<file path="config.mk">
export PLATFORM = sky130hd
export DESIGN_NAME = eth_udp_framer
export DESIGN_NICKNAME = d
export VERILOG_FILES = /design/src/rtl/eth_udp_framer_pkg.sv /design/src/rtl/eth_udp_framer_csum.sv /design/src/rtl/eth_udp_framer.sv
export SDC_FILE = /design/constraint.sdc
export NUM_CORES = 1
export LEC_CHECK = 0
export ABC_CLOCK_PERIOD_IN_PS = 5600
export CORE_ASPECT_RATIO = 1.5
export CORE_MARGIN = 2
export CORE_UTILIZATION = 35
export DETAILED_ROUTE_END_ITERATION = 8
export GPL_TIMING_DRIVEN = 0
export HOLD_SLACK_MARGIN = 0.05
export MAX_ROUTING_LAYER = met4
export PLACE_DENSITY = 0.62
export SLEW_MARGIN = 20
export SYNTH_ARGS = -nofsm -noshare
export SYNTH_HDL_FRONTEND = slang
export SYNTH_SLANG_ARGS = --single-unit
</file>
<file path="constraint.sdc">
create_clock -name clk_ext -period 5.6 [get_ports clk_ext]
set_clock_uncertainty 0.05 [all_clocks]
set_input_delay 0.84 -clock clk_ext [delete_from_list [all_inputs] [get_ports clk_ext]]
set_output_delay 0.84 -clock clk_ext [all_outputs]
set_load 0.02 [all_outputs]
</file>
<file path="src/rtl/eth_udp_framer_pkg.sv">
`default_nettype none
// ============================================================================
// Module   : eth_udp_framer_pkg
// Brief    : Shared header offsets, fixed overheads and FSM encoding for the
//            Ethernet/UDP framer.
// Revision : 1.0
// ============================================================================
package eth_udp_framer_pkg;

    localparam int IP_HDR_OFS       = 14;
    localparam int IP_LEN_OFS       = 16;
    localparam int CSUM_OFS         = 24;
    localparam int UDP_LEN_OFS      = 38;
    localparam int IP_HDR_HALFWORDS = 10;

    localparam int UDP_OVH = 8;
    localparam int IP_OVH  = 28;

    typedef enum logic [2:0] {
        S_IDLE = 3'd0,
        S_CSUM = 3'd1,
        S_HDR  = 3'd2,
        S_PAY  = 3'd3,
        S_DONE = 3'd4
    } state_t;

endpackage
`default_nettype wire

</file>
<file path="src/rtl/eth_udp_framer_csum.sv">
`default_nettype none
// ============================================================================
// Module   : ipv4_csum
// Brief    : Ones-complement halfword accumulator with a double carry fold.
// Revision : 1.0
// ============================================================================
module ipv4_csum (
    input  logic        clk_ext,
    input  logic        rst,
    input  logic        i_clear,
    input  logic        i_acc,
    input  logic        i_fold,
    input  logic [15:0] i_hw,
    output logic [15:0] o_csum
);

    logic [19:0] r_acc;
    logic [16:0] w_fold1;
    logic [15:0] w_fold2;

    // Ten halfwords fit in 20 bits; two folds always absorb every carry.
    assign w_fold1 = {1'b0, r_acc[15:0]} + {13'd0, r_acc[19:16]};
    assign w_fold2 = w_fold1[15:0] + {15'd0, w_fold1[16]};

    always_ff @(posedge clk_ext) begin
        if (rst || i_clear) begin
            r_acc <= '0;
        end else if (i_acc) begin
            r_acc <= r_acc + {4'd0, i_hw};
        end else if (i_fold) begin
            r_acc <= {4'd0, w_fold2};
        end
    end

    assign o_csum = ~r_acc[15:0];

endmodule
`default_nettype wire

</file>
<file path="src/rtl/eth_udp_framer.sv">
`default_nettype none
// ============================================================================
// Module   : eth_udp_framer
// Brief    : Template-driven Ethernet/IPv4/UDP framer with computed lengths,
//            IPv4 header checksum and a backpressured 8-bit LocalLink output.
// Revision : 1.0
// ============================================================================
module eth_udp_framer
    import eth_udp_framer_pkg::*;
#(
    parameter int DATA_W    = 32,
    parameter int LEN_W     = 11,
    parameter int HDR_BYTES = 44,
    parameter int PAD_BYTES = 2
) (
    input  logic              clk_ext,
    input  logic              rst,
    input  logic              hdr_we,
    input  logic [5:0]        hdr_addr,
    input  logic [7:0]        hdr_din,
    output logic              hdr_wr_err,
    input  logic              pkt_start,
    input  logic [LEN_W-1:0]  pkt_words,
    output logic              pkt_busy,
    output logic              pkt_done,
    output logic [15:0]       pkt_count,
    input  logic [DATA_W-1:0] pay_data,
    input  logic              pay_valid,
    output logic              pay_ready,
    output logic [7:0]        tx_data,
    output logic              tx_sof_n,
    output logic              tx_eof_n,
    output logic              tx_src_rdy_n,
    input  logic              tx_dst_rdy_n
);

    localparam logic [3:0]  c_WB4        = 4'(DATA_W / 8);
    localparam logic [15:0] c_WB16       = 16'(DATA_W / 8);
    localparam logic [5:0]  c_HDR_LAST   = 6'(HDR_BYTES - 1);
    localparam logic [3:0]  c_FOLD_CNT   = 4'(IP_HDR_HALFWORDS);
    localparam logic [3:0]  c_HW_IPLEN   = 4'((IP_LEN_OFS - IP_HDR_OFS) / 2);
    localparam logic [3:0]  c_HW_CSUM    = 4'((CSUM_OFS - IP_HDR_OFS) / 2);
    localparam logic [5:0]  c_IP_HDR_OFS = 6'(IP_HDR_OFS);
    localparam logic [5:0]  c_IPLEN_OFS  = 6'(IP_LEN_OFS);
    localparam logic [5:0]  c_CSUM_OFS   = 6'(CSUM_OFS);
    localparam logic [5:0]  c_UDPLEN_OFS = 6'(UDP_LEN_OFS);
    localparam logic [15:0] c_IP_ADD     = 16'(IP_OVH + PAD_BYTES);
    localparam logic [15:0] c_UDP_ADD    = 16'(UDP_OVH + PAD_BYTES);

    logic [7:0]        r_tmpl [HDR_BYTES];

    state_t            r_state;
    state_t            w_next_state;
    logic [3:0]        r_cnt;
    logic [5:0]        r_idx;
    logic [LEN_W-1:0]  r_words_left;
    logic              r_has_pay;
    logic [15:0]       r_ip_len;
    logic [15:0]       r_udp_len;
    logic [DATA_W-1:0] r_sh;
    logic [3:0]        r_sh_cnt;

    logic              r_busy;
    logic              r_done;
    logic [15:0]       r_count;
    logic              r_wr_err;

    logic [7:0]        r_tx_data;
    logic              r_tx_sof_n;
    logic              r_tx_eof_n;
    logic              r_tx_src_rdy_n;

    logic [15:0]       w_p;
    logic              w_start;
    logic              w_csum_acc;
    logic              w_csum_fold;
    logic [5:0]        w_hw_addr;
    logic [15:0]       w_csum_hw;
    logic [15:0]       w_csum;
    logic [7:0]        w_hdr_byte;
    logic              w_slot_free;
    logic              w_eof_xfer;
    logic              w_hdr_load;
    logic              w_sh_load;
    logic              w_pay_ready;
    logic              w_pay_acc;

    assign w_p         = 16'(pkt_words) * c_WB16;
    assign w_start     = (r_state == S_IDLE) && pkt_start;
    assign w_csum_acc  = (r_state == S_CSUM) && (r_cnt < c_FOLD_CNT);
    assign w_csum_fold = (r_state == S_CSUM) && (r_cnt == c_FOLD_CNT);

    // The output byte register may be reloaded when empty or when its byte is leaving.
    assign w_slot_free = r_tx_src_rdy_n || !tx_dst_rdy_n;
    assign w_eof_xfer  = !r_tx_src_rdy_n && !tx_dst_rdy_n && !r_tx_eof_n;

    // Byte 0 is loaded during the fold cycle so SOF appears 12 cycles after start.
    assign w_hdr_load  = w_slot_free &&
                         (w_csum_fold || ((r_state == S_HDR) && (r_idx <= c_HDR_LAST)));
    assign w_sh_load   = (r_state == S_PAY) && (r_sh_cnt != 4'd0) && w_slot_free;
    assign w_pay_ready = (r_state == S_PAY) && (r_words_left != '0) &&
                         ((r_sh_cnt == 4'd0) || ((r_sh_cnt == 4'd1) && w_slot_free));
    assign w_pay_acc   = w_pay_ready && pay_valid;

    always_ff @(posedge clk_ext) begin
        if (hdr_we && !r_busy && (hdr_addr <= c_HDR_LAST)) begin
            r_tmpl[hdr_addr] <= hdr_din;
        end
    end

    assign w_hw_addr = c_IP_HDR_OFS + {1'b0, r_cnt, 1'b0};

    always_comb begin
        w_csum_hw = {r_tmpl[w_hw_addr], r_tmpl[w_hw_addr + 6'd1]};
        if (r_cnt == c_HW_IPLEN) begin
            w_csum_hw = r_ip_len;
        end else if (r_cnt == c_HW_CSUM) begin
            w_csum_hw = 16'h0000;
        end
    end

    ipv4_csum u_csum (
        .clk_ext (clk_ext),
        .rst     (rst),
        .i_clear (w_start),
        .i_acc   (w_csum_acc),
        .i_fold  (w_csum_fold),
        .i_hw    (w_csum_hw),
        .o_csum  (w_csum)
    );

    always_comb begin
        w_hdr_byte = r_tmpl[r_idx];
        if (r_idx == c_IPLEN_OFS) begin
            w_hdr_byte = r_ip_len[15:8];
        end else if (r_idx == c_IPLEN_OFS + 6'd1) begin
            w_hdr_byte = r_ip_len[7:0];
        end else if (r_idx == c_CSUM_OFS) begin
            w_hdr_byte = w_csum[15:8];
        end else if (r_idx == c_CSUM_OFS + 6'd1) begin
            w_hdr_byte = w_csum[7:0];
        end else if (r_idx == c_UDPLEN_OFS) begin
            w_hdr_byte = r_udp_len[15:8];
        end else if (r_idx == c_UDPLEN_OFS + 6'd1) begin
            w_hdr_byte = r_udp_len[7:0];
        end
    end

    always_ff @(posedge clk_ext) begin
        if (rst) begin
            r_state <= S_IDLE;
        end else begin
            r_state <= w_next_state;
        end
    end

    always_comb begin
        w_next_state = r_state;
        case (r_state)
            S_IDLE: begin
                if (w_start) begin
                    w_next_state = S_CSUM;
                end
            end
            S_CSUM: begin
                if (w_csum_fold) begin
                    w_next_state = S_HDR;
                end
            end
            S_HDR: begin
                if (w_hdr_load && (r_idx == c_HDR_LAST) && r_has_pay) begin
                    w_next_state = S_PAY;
                end else if (w_eof_xfer) begin
                    w_next_state = S_DONE;
                end
            end
            S_PAY: begin
                if (w_eof_xfer) begin
                    w_next_state = S_DONE;
                end
            end
            S_DONE: begin
                w_next_state = S_IDLE;
            end
            default: begin
                w_next_state = S_IDLE;
            end
        endcase
    end

    always_ff @(posedge clk_ext) begin
        if (rst) begin
            r_cnt        <= '0;
            r_idx        <= '0;
            r_words_left <= '0;
            r_has_pay    <= 1'b0;
            r_ip_len     <= '0;
            r_udp_len    <= '0;
        end else if (w_start) begin
            r_cnt        <= '0;
            r_idx        <= '0;
            r_words_left <= pkt_words;
            r_has_pay    <= (pkt_words != '0);
            r_ip_len     <= w_p + c_IP_ADD;
            r_udp_len    <= w_p + c_UDP_ADD;
        end else begin
            if (r_state == S_CSUM) begin
                r_cnt <= r_cnt + 4'd1;
            end
            if (w_hdr_load) begin
                r_idx <= r_idx + 6'd1;
            end
            if (w_pay_acc) begin
                r_words_left <= r_words_left - 1'b1;
            end
        end
    end

    // A newly accepted word replaces the shifter only once its last byte has left.
    always_ff @(posedge clk_ext) begin
        if (rst) begin
            r_sh     <= '0;
            r_sh_cnt <= '0;
        end else if (w_pay_acc) begin
            r_sh     <= pay_data;
            r_sh_cnt <= c_WB4;
        end else if (w_sh_load) begin
            r_sh     <= r_sh << 8;
            r_sh_cnt <= r_sh_cnt - 4'd1;
        end
    end

    always_ff @(posedge clk_ext) begin
        if (rst) begin
            r_tx_data      <= '0;
            r_tx_sof_n     <= 1'b1;
            r_tx_eof_n     <= 1'b1;
            r_tx_src_rdy_n <= 1'b1;
        end else if (w_hdr_load) begin
            r_tx_data      <= w_hdr_byte;
            r_tx_sof_n     <= (r_idx != 6'd0);
            r_tx_eof_n     <= !((r_idx == c_HDR_LAST) && !r_has_pay);
            r_tx_src_rdy_n <= 1'b0;
        end else if (w_sh_load) begin
            r_tx_data      <= r_sh[DATA_W-1 -: 8];
            r_tx_sof_n     <= 1'b1;
            r_tx_eof_n     <= !((r_sh_cnt == 4'd1) && (r_words_left == '0));
            r_tx_src_rdy_n <= 1'b0;
        end else if (w_slot_free) begin
            r_tx_sof_n     <= 1'b1;
            r_tx_eof_n     <= 1'b1;
            r_tx_src_rdy_n <= 1'b1;
        end
    end

    always_ff @(posedge clk_ext) begin
        if (rst) begin
            r_busy   <= 1'b0;
            r_done   <= 1'b0;
            r_count  <= '0;
            r_wr_err <= 1'b0;
        end else begin
            r_wr_err <= hdr_we && (r_busy || (hdr_addr > c_HDR_LAST));
            r_done   <= w_eof_xfer;
            if (w_eof_xfer) begin
                r_count <= r_count + 16'd1;
            end
            if (w_start) begin
                r_busy <= 1'b1;
            end else if (r_state == S_DONE) begin
                r_busy <= 1'b0;
            end
        end
    end

    assign hdr_wr_err   = r_wr_err;
    assign pkt_busy     = r_busy;
    assign pkt_done     = r_done;
    assign pkt_count    = r_count;
    assign pay_ready    = w_pay_ready;
    assign tx_data      = r_tx_data;
    assign tx_sof_n     = r_tx_sof_n;
    assign tx_eof_n     = r_tx_eof_n;
    assign tx_src_rdy_n = r_tx_src_rdy_n;

endmodule
`default_nettype wire

</file>
; ---- After elaboration in Yosys (flattened, before gate mapping)
; Memories as Yosys holds them, arrays and structs flattened. A register that Yosys moved wholly into a read port is not among the register bits.
; Cells that the tools add are included.
[totals]
regBits = 143
mem_bits_rw = 352
n_memories = 1
[mem_list]
columns = memory, words, word_bits, rd, rd_clocked_by_memory_dff, wr, line
row1 = r_tmpl, 44, 8, 3, 1, 1, eth_udp_framer.sv:50  ; logic [7:0] r_tmpl [HDR_BYTES];
[op_classes]
addsub = 12
order_cmp = 4
n_eq_ne = 17
n_mux = 36
bitwise_logic = 1
reduce_logical = 48
[ops]
columns = op, n
row1 = 32-bit 2-to-1 mux, 2
row2 = 8-bit 2-to-1 mux, 8
row3 = 20-bit 2-to-1 mux, 2
row4 = 16-bit 2-to-1 mux, 2
row5 = 6-bit by 5-bit equality test with 1-bit output (second input constant), 4
row6 = 11-bit 2-to-1 mux, 2
row7 = 11-bit nonzero test, 2
row8 = 20-bit by 16-bit adder with 20-bit output, 1
row9 = 1-bit logical AND, 20
row10 = 6-bit equality test (second input constant), 3
row11 = 3-bit 2-to-1 mux, 6
row12 = 16-bit by 4-bit adder with 17-bit output, 1
row13 = 16-bit by 1-bit adder with 16-bit output, 1
row14 = 16-bit by 1-bit adder with 16-bit output (second input constant), 1
row15 = 16-bit NOT, 1
row16 = 13-bit by 4-bit adder with 14-bit output (second input constant), 1
row17 = 13-bit by 5-bit adder with 14-bit output (second input constant), 1
row18 = 6-bit by 1-bit adder with 6-bit output (second input constant), 2
row19 = 6-bit less-or-equal comparator (second input constant), 2
row20 = 6-bit 2-to-1 mux, 2
row21 = 3-bit one-hot mux with 4 select lines, 1
row22 = 11-bit logical NOT, 1
row23 = 1-bit 2-to-1 mux, 11
row24 = 11-bit by 1-bit subtractor with 11-bit output (second input constant), 1
row25 = 23 further kinds, 40

; ---- Logic depth before layout (Yosys ltp)
; Gate-level depths: netlist of the first run.
[depth]
depth_word = 8
mapped_depth = 25
mapped_depth_nobuf = 17

; ---- By module
; From an unflattened synthesis of the first run, not the netlist that was laid out.
[hier_totals]
hier_cells = 1986
hier_area_um2 = 25181.7
[modules_own_cells]
columns = mod, instances, cells_per_inst, area_per_inst_um2, seq_area_each_um2
row1 = eth_udp_framer, 1, 1677, 22845.7, 13012.5
row2 = ipv4_csum, 1, 309, 2336.0, 400.4

; ---- Least setup slack after synthesis of the first run
; OpenSTA, ideal clock, no wires.
[synth_path]
kind = register to register
from = register r_cnt[0]
to = register u_csum.r_acc[16]
setup_ns = 0.072
arrival_ns = 5.402
required_time_ns = 5.478
setup_slack_ns = 0.076
path_stages_with_launch = 22
path_buffers = 6
path_cell_list = dfxtp_1 > buf_2 > buf_2 > buf_4 > buf_4 > buf_4 > inv_1 > ha_1 > xnor2_1 > buf_4 > mux4_2 > a21oi_1 > nor2_1 > ha_1 > fa_1 > a21oi_1 > o211ai_1 > a31oi_1 > o21ai_0 > a211o_1 > o211ai_1 > mux2i_1
[synth_via]
elab_chain_cells = 7
word_cells_on_any_way = 14
cone_classes = 3 x add/sub / 1 x order compare / 3 x eq/ne / 3 x mux / 3 x reduce/logical / 1 x memory
[synth_lines]
columns = element, line
row1 = "start, declared", eth_udp_framer.sv:54  ; logic [3:0] r_cnt;
row2 = "start signal, assigned", eth_udp_framer.sv:208  ; r_cnt <= r_cnt + 4'd1;
row3 = 4-bit by 5-bit adder with 6-bit output *, eth_udp_framer.sv:111  ; assign w_hw_addr = c_IP_HDR_OFS + {1'b0, r_cnt, 1'b0};
row4 = via w_hw_addr[1], eth_udp_framer.sv:77  ; logic [5:0] w_hw_addr;
row5 = 6-bit by 1-bit adder with 6-bit output, eth_udp_framer.sv:114  ; w_csum_hw = {r_tmpl[w_hw_addr], r_tmpl[w_hw_addr + 6'd1]};
row6 = memory read 44 x 8 bit *, n/a
row7 = 16-bit 2-to-1 mux *, eth_udp_framer.sv:117  ; end else if (r_cnt == c_HW_CSUM) begin
row8 = 16-bit 2-to-1 mux *, eth_udp_framer.sv:115  ; if (r_cnt == c_HW_IPLEN) begin
row9 = 20-bit by 16-bit adder with 20-bit output *, eth_udp_framer_csum.sv:29  ; r_acc <= r_acc + {4'd0, i_hw};
row10 = 20-bit 2-to-1 mux *, eth_udp_framer_csum.sv:28  ; end else if (i_acc) begin
row11 = "end signal, assigned", eth_udp_framer_csum.sv:29
row12 = "end signal, assigned", eth_udp_framer_csum.sv:31  ; r_acc <= {4'd0, w_fold2};
row13 = "end, declared", eth_udp_framer_csum.sv:17  ; logic [19:0] r_acc;
; Mark *: on every way through the listed nets, which the timed path passes. The rest lies on a longest branch.
; A chain may end at the register's enable or synchronous reset.

; ---- Worst setup path in the final report of the first run
[layout_path]
from = register r_cnt[0]
to = register u_csum.r_acc[15]
; Same word-level chain as after synthesis.

==> impl_metrics.tcl, run 1 <==
set metrics [dict create \
    antenna_found_initial 1 \
    finalSetupViolations 0 \
    ioPinCount 94 \
    grt_start_max_net_pins 45 \
    clockBufferDepth 3 \
    cts.reportedPaths.clkPinSlew_ps 70 \
    timing_hold_violations_final 0 \
    crit_type "flip-flop to flip-flop" \
    worstPathMaxFanout 19 \
    core_area_um2 70280 \
    route.detailed.drc 7 \
    final_common_cell "edfxtp_1" \
    post-route-period-util_pct 97.33 \
    syn_inst 1879 \
    report.final.slew_viol_count 0 \
    endpoint_kind "flip-flop" \
    cts.sinks 494 \
    synth_enable_flop_cells 352 \
    hold_path_class "flip-flop to flip-flop" \
    gp_congestion 0.9466 \
    timing.final.crit_period_ps 5451 \
    ctsRootBufferMaster "clkbuf_16" \
    worst_r2r_path_depth 21 \
    avgSynthCellArea_um2 13.25 \
    die_width_um 221.8 \
    worstMarginPinSlew_ps 1140 \
    globalRouteOverflowTotal 0 \
    cts_tree "done" \
    setup_repair_after_global_routing_missed_its_margin "yes" \
    floorplan.die.height_um 330.7 \
    yosys_register_bits 494 \
    critPathRequiredTime_ps 6060 \
    drive_gt1_share_pct 18.04 \
    synth_nets 1984 \
    post_drt_via_cell_ratio 5.952 \
    first_global_vias 18140 \
    pre_cts_ws_ps -2058 \
    pwr_density_cell_nw_per_um2 289.7 \
    hold_path_depth 2 \
    post_drt_wl_per_cell_um 28.13 \
    grt_pass1_wl_um 120900 \
    hpwl_um 63440 \
    yosysUniqueCellTypes 79 \
    clk-insertion-delay-late_ps 620 \
    layout_common_cells "edfxtp_1 (352), nor2_1 (203), mux4_2 (199), nand2_1 (160), dfxtp_1 (142)" \
    crit_arrival_ps 5910 \
    syn-cell-area_um2 24910 \
    clock.fmax_mhz 183.5 \
    finalWirelength_um 83550 \
    total_routing_usage_reported_by_global_routing_pct 23.26 \
    place_inst 2879 \
    port_buffers 87 \
    final_cells 2970 \
    synth_top_flop_cell "edfxtp_1" \
    power_leakage_nw 9.088 \
    core.rowCount 119 \
    routed-via-count 17680 \
    initial_core_util_pct 35.44 \
    cts_buffers 49 \
    cts-hold-fix-buffers 0 \
    ys_warn_count 0 \
    floorplan.die_area_um2 73350 \
    cap_viol_max_count 0 \
    critical_path.startpoint_type "flip-flop" \
    layout.nets 2128 \
    syn_to_final_growth_pct 16.01 \
    reg_to_reg_slack_setup_ps 150 \
    ys_seq_area_share_pct 53.86 \
    maxSlewHeadroom_pct 24.00 \
    cts-htree-levels 2 \
    postLayoutSetupSlackWorst_ps 149.4 \
    drt_iter0_drc 1656 \
    count_of_nets_left_with_antenna_violations_after_detail_routing 0 \
    detail_route.first_pass.iterations 7 \
    async_flop_share_pct 0 \
    failed_checks "design-rule violations" \
    outcome "complete, but fails checks" \
    irDropWorstVdd_mv 0.2271 \
]
==> per-stage QoR <==
| step | area [um2] | TNS (ps) | utilization (%) | hold slack, ps | power, mW |
|---|---|---|---|---|---|
| 3_3_place_gp | 26910 | -26580 | 38.29 | 415.1 | 4.840 |
| 4_1_cts | 28840 | 0 | 41.04 | 423.8 | 8.389 |
| 2_1_floorplan | 24910 | 0 | - | 382.2 | 4.518 |
| 6_report | 28890 | 0 | 41.11 | 422.3 | 8.371 |
| 5_1_grt | 28890 | -8.503 | 41.11 | 448.4 | 8.584 |
| 3_5_place_dp | 27010 | -28390 | 38.43 | 414.3 | 4.853 |
==> timing repair <==
action                     CTS  global route
pin swaps                    2             3
gates resized for setup     36            12
setup buffers                0             2
setup endpoints to repair   20             8
==> sequential cells by signal, indices dropped and copies added (netlist names), 3 cells and up, named ones only <==
name and flops:
r_ip_len 12, u_csum.r_acc 20, r_state 3, r_sh 32, r_words_left 11, r_idx 6
r_cnt 4, r_tmpl 352, r_sh_cnt 4, r_udp_len 13, tx_data 8, pkt_count 16
==> final timing paths <==
check,from,end
worst max register to register,r_cnt[0],u_csum.r_acc[15]
worst max-delay path,r_cnt[0],u_csum.r_acc[15]
worst min-delay path,r_sh[3],r_sh[3]
worst min register to register,r_sh[3],r_sh[3]
==> worst max-delay path: stages, from the launching register on <==
cell and delay (ps):
dfxtp_1 390, buf_6 190, buf_12 180, buf_12 170, buf_12 200, inv_1 120, ha_4 200, xor2_1 440
clkbuf_1 470, nor2_1 80, a211oi_1 390, a21oi_1 140, o21ai_0 430, ha_1 360, a21oi_1 180, o21ai_0 140
or3_1 380, o21ai_0 160, o31ai_2 140, xnor2_1 140, and2_1 160, a211oi_1 190
==> power by group <==
group / leakage [nW] / switching (mW) / total (mW) / internal, mW
clock network: 0.838 / 1.51 / 3.56 / 2.05
logic: 3.93 / 0.489 / 0.812 / 0.323
registers: 4.32 / 0.0508 / 4.00 / 3.95
total: 9.09 / 2.05 / 8.37 / 6.32
==> cell families after synthesis <==
group / synth area share, %
and+or+nand+nor: 10.25
DFF: 53.86
AOI/OAI and AO/OA: 8.757
muxes: 19.71
buffers and inverters: 2.788
xor gates and xnor gates: 2.427
adders and majority gates: 2.211
==> cells in the mapped netlist, types with 6 or more instances <==
cell / number / share of area (%)
o2111ai_1: 8 / 0.28
a211oi_1: 51 / 1.5
nand2_1: 160 / 2.4
xor2_1: 41 / 1.4
nor2_1: 204 / 3.1
xnor2_1: 28 / 0.98
mux2i_1: 36 / 1.4
buf_1: 12 / 0.18
a221oi_1: 6 / 0.21
a21oi_1: 83 / 1.7
dfxtp_1: 142 / 11
a311oi_1: 27 / 0.95
o21ai_1: 9 / 0.18
buf_6: 6 / 0.27
nor3_1: 20 / 0.40
o21a_1: 6 / 0.18
nand3_1: 49 / 0.98
o21ai_0: 55 / 1.1
a21o_1: 7 / 0.21
buf_4: 7 / 0.21
o22ai_1: 7 / 0.18
nand2b_1: 9 / 0.23
nand4_1: 15 / 0.38
buf_2: 24 / 0.48
a31oi_1: 7 / 0.18
and3_1: 12 / 0.30
o211ai_1: 11 / 0.33
ha_1: 40 / 2.0
or3_1: 13 / 0.33
inv_1: 19 / 0.29
nor4_1: 6 / 0.15
mux4_2: 199 / 18
clkbuf_1: 90 / 1.4
edfxtp_1: 352 / 42
nand3b_1: 19 / 0.57
and2_1: 7 / 0.18
a22oi_1: 6 / 0.18
mux2_2: 6 / 0.27
==> cell type report <==
| cell class | count | area (um2) |
|---|---|---|
| diodes | 1 | 2.502 |
| plain buffers | 137 | 713.2 |
| clock buffers | 54 | 1255 |
| clock inverters | 36 | 461.7 |
| fillers | 6482 | 41390 |
| inverters | 19 | 71.32 |
| multi-input cells | 1227 | 10860 |
| flip-flops and latches | 494 | 13410 |
| well taps | 907 | 1135 |
| repair buffers | 95 | 980.9 |
==> metal layers <==
| layer | up-vias | wire length, um | global-route usage, % |
|---|---|---|---|
| met5 | - | 0 | - |
| met4 | 0 | 6273 | 15.03 |
| met3 | 238 | 4462 | 3.052 |
| met2 | 789 | 44710 | 42.79 |
| met1 | 9000 | 28100 | 23.14 |
| li1 | 7650 | - | - |
Power figures use the tool's default switching activity.
==> run 2: changes to the inputs <==
- TNS_END_PERCENT: not set -> 5
==> results of run 2 <==
No change in the layout: final DEF, timing and power equal those of run 1.
